**config.mk**
```make
export PLATFORM = sky130hd
export DESIGN_NAME = rom_dl_scheduler_flat
export DESIGN_NICKNAME = d
export VERILOG_FILES = /design/src/rtl/rom_dl_scheduler_if.sv /design/src/rtl/rom_dl_scheduler.sv /design/src/flat_wrapper.sv
export SDC_FILE = /design/constraint.sdc
export NUM_CORES = 1
export LEC_CHECK = 0
export BUFFER_PORTS_ARGS = -buffer_cell sky130_fd_sc_hd__buf_2
export CORE_MARGIN = 1
export CORE_UTILIZATION = 45
export DETAILED_ROUTE_END_ITERATION = 16
export PLACE_DENSITY_LB_ADDON = 0.08
export SLEW_MARGIN = 20
export SYNTH_ARGS = -nofsm -noshare
export SYNTH_HDL_FRONTEND = slang
export SYNTH_SLANG_ARGS = --single-unit
```
**constraint.sdc**
```tcl
create_clock -name clock_48 -period 4.75 [get_ports clock_48]
set_input_delay 0 -clock clock_48 [delete_from_list [all_inputs] [get_ports clock_48]]
set_output_delay 0 -clock clock_48 [all_outputs]
set_load 0.005 [all_outputs]
```
**src/rtl/rom_dl_scheduler_if.sv**
```systemverilog
`default_nettype none
// ---- rom_dl_scheduler_if : SDRAM write port, toggle-handshake (req/ack) -- Rev 1.0 ----
interface rom_dl_scheduler_if;
  logic        req;
  logic        ack;
  logic [21:0] addr;
  logic [15:0] din;
  logic [1:0]  ds;
  logic        we;

  modport master (output req, addr, din, ds, we, input ack);
  modport slave  (input req, addr, din, ds, we, output ack);
endinterface
`default_nettype wire

```
**src/rtl/rom_dl_scheduler.sv**
```systemverilog
`default_nettype none
// ---- rom_dl_scheduler : buffers ioctl download bytes into SDRAM writes, gates core reset -- Rev 1.0 ----
module rom_dl_scheduler #(
  parameter int FIFO_DEPTH  = 4,
  parameter int RST_STRETCH = 16
) (
  input  logic                clock_48,
  input  logic                reset,
  input  logic                ioctl_downl,
  input  logic                ioctl_wr,
  input  logic [24:0]         ioctl_addr,
  input  logic [7:0]          ioctl_dout,
  input  logic                reset_req,
  rom_dl_scheduler_if.master  ram,
  output logic                rom_loaded,
  output logic                core_reset,
  output logic                overflow
);

  localparam int AW = $clog2(FIFO_DEPTH);
  localparam int SW = (RST_STRETCH < 1) ? 1 : $clog2(RST_STRETCH + 1);

  typedef enum logic [1:0] {
    IDLE  = 2'd0,
    ISSUE = 2'd1,
    WAIT  = 2'd2
  } state_t;

  state_t          state, state_nx;
  logic [30:0]     fifo_mem [FIFO_DEPTH];
  logic [AW-1:0]   rd_ptr, wr_ptr, wr_idx;
  logic [AW:0]     count;
  logic            wr_d, downl_d, loading;
  logic [SW-1:0]   stretch;

  logic            wr_rise, empty, full, pop, push, drop, flush, avail;
  logic            ack_match, load_done;
  logic [30:0]     head;
  logic            unused_addr_hi;

  assign unused_addr_hi = ^ioctl_addr[24:23];

  assign wr_rise   = ioctl_wr & ~wr_d & ioctl_downl;
  assign empty     = (count == '0);
  assign full      = (count == (AW+1)'(FIFO_DEPTH));
  assign pop       = (state == ISSUE);
  assign flush     = ioctl_downl & ~downl_d & rom_loaded;
  // A pop or a flush on the same cycle frees a slot for the incoming byte.
  assign push      = wr_rise & (~full | pop | flush);
  assign drop      = wr_rise & ~push;
  assign avail     = ~empty & ~flush;
  assign ack_match = (ram.ack == ram.req);
  assign load_done = loading & ~downl_d & empty & (state == IDLE);
  assign head      = fifo_mem[rd_ptr];
  assign wr_idx    = flush ? '0 : wr_ptr;

  always_comb begin
    state_nx = state;
    case (state)
      IDLE:    if (avail) state_nx = ISSUE;
      ISSUE:   state_nx = WAIT;
      WAIT:    if (ack_match) state_nx = avail ? ISSUE : IDLE;
      default: state_nx = IDLE;
    endcase
  end

  always_ff @(posedge clock_48) begin
    if (reset) state <= IDLE;
    else       state <= state_nx;
  end

  always_ff @(posedge clock_48) begin
    if (push) fifo_mem[wr_idx] <= {ioctl_addr[22:0], ioctl_dout};
  end

  always_ff @(posedge clock_48) begin
    if (reset) begin
      rd_ptr <= '0;
      wr_ptr <= '0;
      count  <= '0;
    end else if (flush) begin
      rd_ptr <= '0;
      wr_ptr <= push ? AW'(1) : '0;
      count  <= {{AW{1'b0}}, push};
    end else begin
      if (push) wr_ptr <= wr_ptr + 1'b1;
      if (pop)  rd_ptr <= rd_ptr + 1'b1;
      case ({push, pop})
        2'b10:   count <= count + 1'b1;
        2'b01:   count <= count - 1'b1;
        default: count <= count;
      endcase
    end
  end

  // Reset re-synchronises req to ack, abandoning any outstanding request.
  always_ff @(posedge clock_48) begin
    if (reset) begin
      ram.req  <= ram.ack;
      ram.we   <= 1'b0;
      ram.addr <= '0;
      ram.din  <= '0;
      ram.ds   <= '0;
    end else if (state == ISSUE) begin
      ram.addr <= head[30:9];
      ram.din  <= {head[7:0], head[7:0]};
      ram.ds   <= {head[8], ~head[8]};
      ram.we   <= 1'b1;
      ram.req  <= ~ram.req;
    end else if ((state == WAIT) && ack_match && (state_nx == IDLE)) begin
      ram.we   <= 1'b0;
    end
  end

  always_ff @(posedge clock_48) begin
    if (reset) begin
      wr_d       <= 1'b0;
      downl_d    <= 1'b0;
      loading    <= 1'b0;
      rom_loaded <= 1'b0;
      overflow   <= 1'b0;
      stretch    <= '0;
    end else begin
      wr_d    <= ioctl_wr;
      downl_d <= ioctl_downl;
      if (ioctl_downl)    loading <= 1'b1;
      else if (load_done) loading <= 1'b0;
      if (load_done) rom_loaded <= 1'b1;
      if (drop)      overflow   <= 1'b1;
      if (reset_req || load_done) stretch <= SW'(RST_STRETCH);
      else if (stretch != '0)     stretch <= stretch - 1'b1;
    end
  end

  assign core_reset = reset | ~rom_loaded | ioctl_downl | ~empty | (state != IDLE)
                    | reset_req | (stretch != '0);

endmodule
`default_nettype wire

```
**src/flat_wrapper.sv**
```systemverilog
// flat-port wrapper written by rule: the top's interface ports become plain ports
module rom_dl_scheduler_flat 
#(
  parameter int FIFO_DEPTH  = 4,
  parameter int RST_STRETCH = 16
)
  (clock_48, reset, ioctl_downl, ioctl_wr, ioctl_addr, ioctl_dout, reset_req, rom_loaded, core_reset, overflow, ram_req, ram_addr, ram_din, ram_ds, ram_we, ram_ack);
  rom_dl_scheduler_if ram_i ();
  input  logic clock_48;
  input  logic reset;
  input  logic ioctl_downl;
  input  logic ioctl_wr;
  input  logic [24:0] ioctl_addr;
  input  logic [7:0] ioctl_dout;
  input  logic reset_req;
  output logic rom_loaded;
  output logic core_reset;
  output logic overflow;
  output wire logic [$bits(ram_i.req)-1:0] ram_req;
  output wire logic [$bits(ram_i.addr)-1:0] ram_addr;
  output wire logic [$bits(ram_i.din)-1:0] ram_din;
  output wire logic [$bits(ram_i.ds)-1:0] ram_ds;
  output wire logic [$bits(ram_i.we)-1:0] ram_we;
  input wire logic [$bits(ram_i.ack)-1:0] ram_ack;
  assign ram_req = ram_i.req;
  assign ram_addr = ram_i.addr;
  assign ram_din = ram_i.din;
  assign ram_ds = ram_i.ds;
  assign ram_we = ram_i.we;
  assign ram_i.ack = ram_ack;
  rom_dl_scheduler #(.FIFO_DEPTH(FIFO_DEPTH), .RST_STRETCH(RST_STRETCH)) u_core (.clock_48(clock_48), .reset(reset), .ioctl_downl(ioctl_downl), .ioctl_wr(ioctl_wr), .ioctl_addr(ioctl_addr), .ioctl_dout(ioctl_dout), .reset_req(reset_req), .ram(ram_i), .rom_loaded(rom_loaded), .core_reset(core_reset), .overflow(overflow));
endmodule
```
==> impl_metrics.py <==
metrics = {
    "outcome": {
        "status": "completed",
    },
    "setup_path": {
        "r2r-start": "u_core.state[1]",
        "worstReg2RegEnd": "u_core.count[2]",
        "start_kind": "flop",
        "crit_path_max_fanout": 7,
        "reg2regPathDepth": 9,
        "end_kind": "flop",
        "crit_chain": "nand2b_2 > nand3_1 > o21ai_0 > ha_1 > inv_1 > fa_1 > xor2_1 > or3_1 > a21oi_1",
        "cp.arrival_ns": 2.70,
        "worst-setup-path-type": "flop to flop",
        "max_stage_delay_ns": 0.46,
        "reg2reg_slack_ns": 2.40,
        "required_ns": 5.10,
        "crit_path_top_delay_cell": "dfxtp_1",
    },
    "floorplan": {
        "die_area_um2": 15000,
        "die_w_um": 123,
        "coreArea_um2": 14000,
        "initial_core_util_pct": 46.6,
        "io_pins": 84,
        "rows": 43,
        "die_h_um": 123,
    },
    "synth": {
        "syn_inst": 368,
        "synth_enable_flop_cells": 125,
        "yosysTopAreaCell": "edfxtp_1",
        "yosysWarnings": 0,
        "ys_seq_area_share_pct": 73.8,
        "ys_ff_latch": 179,
        "synth_area_leaders": "edfxtp_1 57%, dfxtp_1 17%, mux4_2 11%, a22o_1 4.1%, nor2_1 1.5%",
        "synth_nets": 410,
        "ys.flop_type": "edfxtp_1",
        "async_reset_ff_share_pct": 0,
        "netlist_area_um2": 6550,
        "synth_top_cell_area_share_pct": 57.3,
        "synth.avg_cell_area_um2": 17.8,
        "yosysUniqueCellTypes": 40,
    },
    "cts": {
        "clkLatencyLatePin_ns": 0.42,
        "cts_buffer_depth": 2,
        "cts_root_buf": "clkbuf_16",
        "h-tree-depth": 4,
        "cts_tree": "done",
        "cts.sinks": 179,
        "ctsResizeCount": 0,
        "cts_made_buffers": 17,
        "path_clk_slew_ns": 0.06,
        "postCtsHoldBufs": 38,
        "postCtsSetupRepairBufs": 0,
    },
    "layout": {
        "synthToLayoutAreaGrowth_pct": 24.1,
        "fillers": 1088,
        "fin_cells": 680,
        "fin_area_um2": 8130,
        "regArea_um2": 4840,
        "multi_input_area_um2": 1560,
        "antenna_cells": 0,
        "drive_above_1_share_pct": 31.6,
        "layout.nets": 529,
    },
    "global_routing": {
        "antenna_found_initial": 0,
        "grt_use_total_pct": 17.3,
        "grt_pass1_vias": 3463,
        "grt_max_degree": 34,
        "grt_pass1_wl_mm": 18.7,
        "grt-ovfl-total": 0,
    },
    "sta": {
        "max-slew-margin-rel_pct": 29.7,
        "fin_skew_ns": 0.00844,
        "fin_tns_setup_ns": 0,
        "tightestPinTransition_ns": 1.05,
        "clock.fmax_ghz": 0.425,
        "period_share_pct": 49.5,
        "slew_violations": 0,
        "min_period_ns": 2.35,
        "rsz0062_at_grt": "false",
        "finalHoldViolations": 0,
        "setup-violations-final": 0,
    },
    "placement": {
        "dp_hpwl_mm": 6.65,
        "port_buffers": 81,
        "placed_area_um2": 7090,
        "placed_cells": 608,
        "gp_congestion": 0.776,
    },
    "run": {
        "drv_cap": 0,
    },
    "route": {
        "drtPass1Iterations": 4,
        "wl_per_cell_um": 17.5,
        "vias_per_cell": 5.19,
        "drt-total-wl_mm": 11.9,
        "drc_errors": 0,
        "drt_iter0_markers": 216,
        "dr_total_vias": 3529,
        "ant_nets": 0,
    },
    "hold_path": {
        "worstHoldPathType": "primary input to flop",
        "min_to": "u_core.fifo_mem[3][13]",
        "hold_start": "ioctl_addr[5]",
        "min_path_cells": 2,
    },
    "pwr": {
        "p_per_area_nw_per_um2": 493,
        "leakage_uw": 0.00291,
        "ir_worst_vdd_mv": 0.264,
    },
}
-- cells by family after synthesis --
kind of cell    Yosys count  synth area share, %
mux                      31                 10.7
fa+ha+maj                 3                0.688
buf+inv                  34                 2.94
flops                   179                 73.8
compound gates           53                 6.11
simple gates             59                 4.57
xor+xnor                  9                 1.20
-- Yosys cell counts, types with 2 or more instances --
cell type / instances
a21oi_1: 12
a22o_1: 31
and3b_1: 2
buf_1: 2
buf_2: 7
buf_4: 8
clkbuf_1: 5
dfxtp_1: 54
edfxtp_1: 125
ha_1: 2
inv_1: 8
inv_2: 2
mux4_2: 31
nand2_1: 7
nand3_1: 3
nand3b_1: 3
nor2_1: 26
nor2b_1: 2
nor3_1: 5
nor4b_1: 2
o21ai_0: 3
o21ai_1: 2
or3_1: 2
xnor2_1: 5
xor2_1: 4
-- power breakdown --
| group | internal (uW) | leakage (uW) | switching (uW) | total, uW |
|---|---|---|---|---|
| Combinational | 360 | 0.00105 | 338 | 698 |
| Sequential | 1800 | 0.00157 | 105 | 1900 |
| Clock | 847 | 0.000284 | 559 | 1410 |
| Total | 3000 | 0.00291 | 1000 | 4010 |
-- placed cells by master (no fill, tap or decap), types with 3 or more instances in the layout --
cell type / netlist / layout
edfxtp_1: 125 / 125
buf_2: 7 / 81
dfxtp_1: 54 / 52
dlygate4sd3_1: 0 / 38
mux4_2: 31 / 31
a22o_1: 31 / 31
nor2_1: 26 / 22
clkbuf_16: 0 / 18
a21oi_1: 12 / 12
inv_1: 8 / 8
nand2_1: 7 / 7
nor2_4: 0 / 5
xnor2_1: 5 / 5
xor2_1: 4 / 4
nor3_1: 5 / 4
clkinvlp_4: 0 / 4
nand3_1: 3 / 3
o21ai_0: 3 / 3
nand3b_1: 3 / 3
clkbuf_8: 1 / 3
clkbuf_1: 5 / 3
buf_4: 8 / 3
-- per-stage QoR --
stage / setup WS, ns / hold slack, ns / power [uW] / util (%)
finish: 2.40 / 0.331 / 4010 / 57.9
CTS: 2.36 / 0.311 / 4050 / 57.5
global route: 2.20 / 0.320 / 4200 / 57.9
floorplan: 1.41 / 0.0969 / 2410 / -
global placement: 2.36 / 0.212 / 2610 / 50.5
detailed placement: 2.37 / 0.220 / 2620 / 50.5
-- final cells by class --
| cell class | instances | area share, % |
|---|---|---|
| Clock buffer | 24 | 6.19 |
| Clock inverter | 8 | 1.23 |
| Inverter | 10 | 0.462 |
| Multi-Input combinational cell | 155 | 19.2 |
| Sequential cell | 179 | 59.5 |
| Tap cell | 180 | 2.77 |
| Timing Repair Buffer | 124 | 10.6 |
-- sequential cells by signal (all words and copies together), names as in the netlist, 2 cells and up, named ones only --
signal,count
u_core.count,3
u_core.fifo_mem,124
u_core.ram.addr,22
u_core.ram.din,8
u_core.ram.ds,2
u_core.rd_ptr,2
u_core.state,2
u_core.stretch,5
u_core.wr_ptr,2
-- worst max path at each step --
stage	from	to	slack, ns	cells past startpoint
final	u_core.state[1]	u_core.count[2]	2.40	9
after global routing	u_core.state[1]	u_core.count[2]	2.20	9
after CTS	u_core.wr_d	u_core.fifo_mem[2][26]	2.36	4
after detailed placement	u_core.wr_d	u_core.fifo_mem[2][24]	2.37	4
after global placement	u_core.wr_d	u_core.fifo_mem[3][25]	2.36	4
after floorplan	u_core.state[1]	u_core.fifo_mem[1][0]	1.41	4
-- critical path: cells and delay by family (launching register included) --
kind	cells	cell delay (ns)
adders and majority gates	2	0.57
and+or+nand+nor	3	0.71
AOI/OAI and AO/OA	2	0.32
xor gates and xnor gates	1	0.15
buffers and inverters	1	0.06
DFF	1	0.46
-- layer usage --
metal,GRT usage [%],share of wire [%]
met5,0,0
met4,7.32,1.7
met3,4.93,4.2
met2,27.5,49
met1,22.3,45
Note: power is estimated with default switching activity, not from simulation.
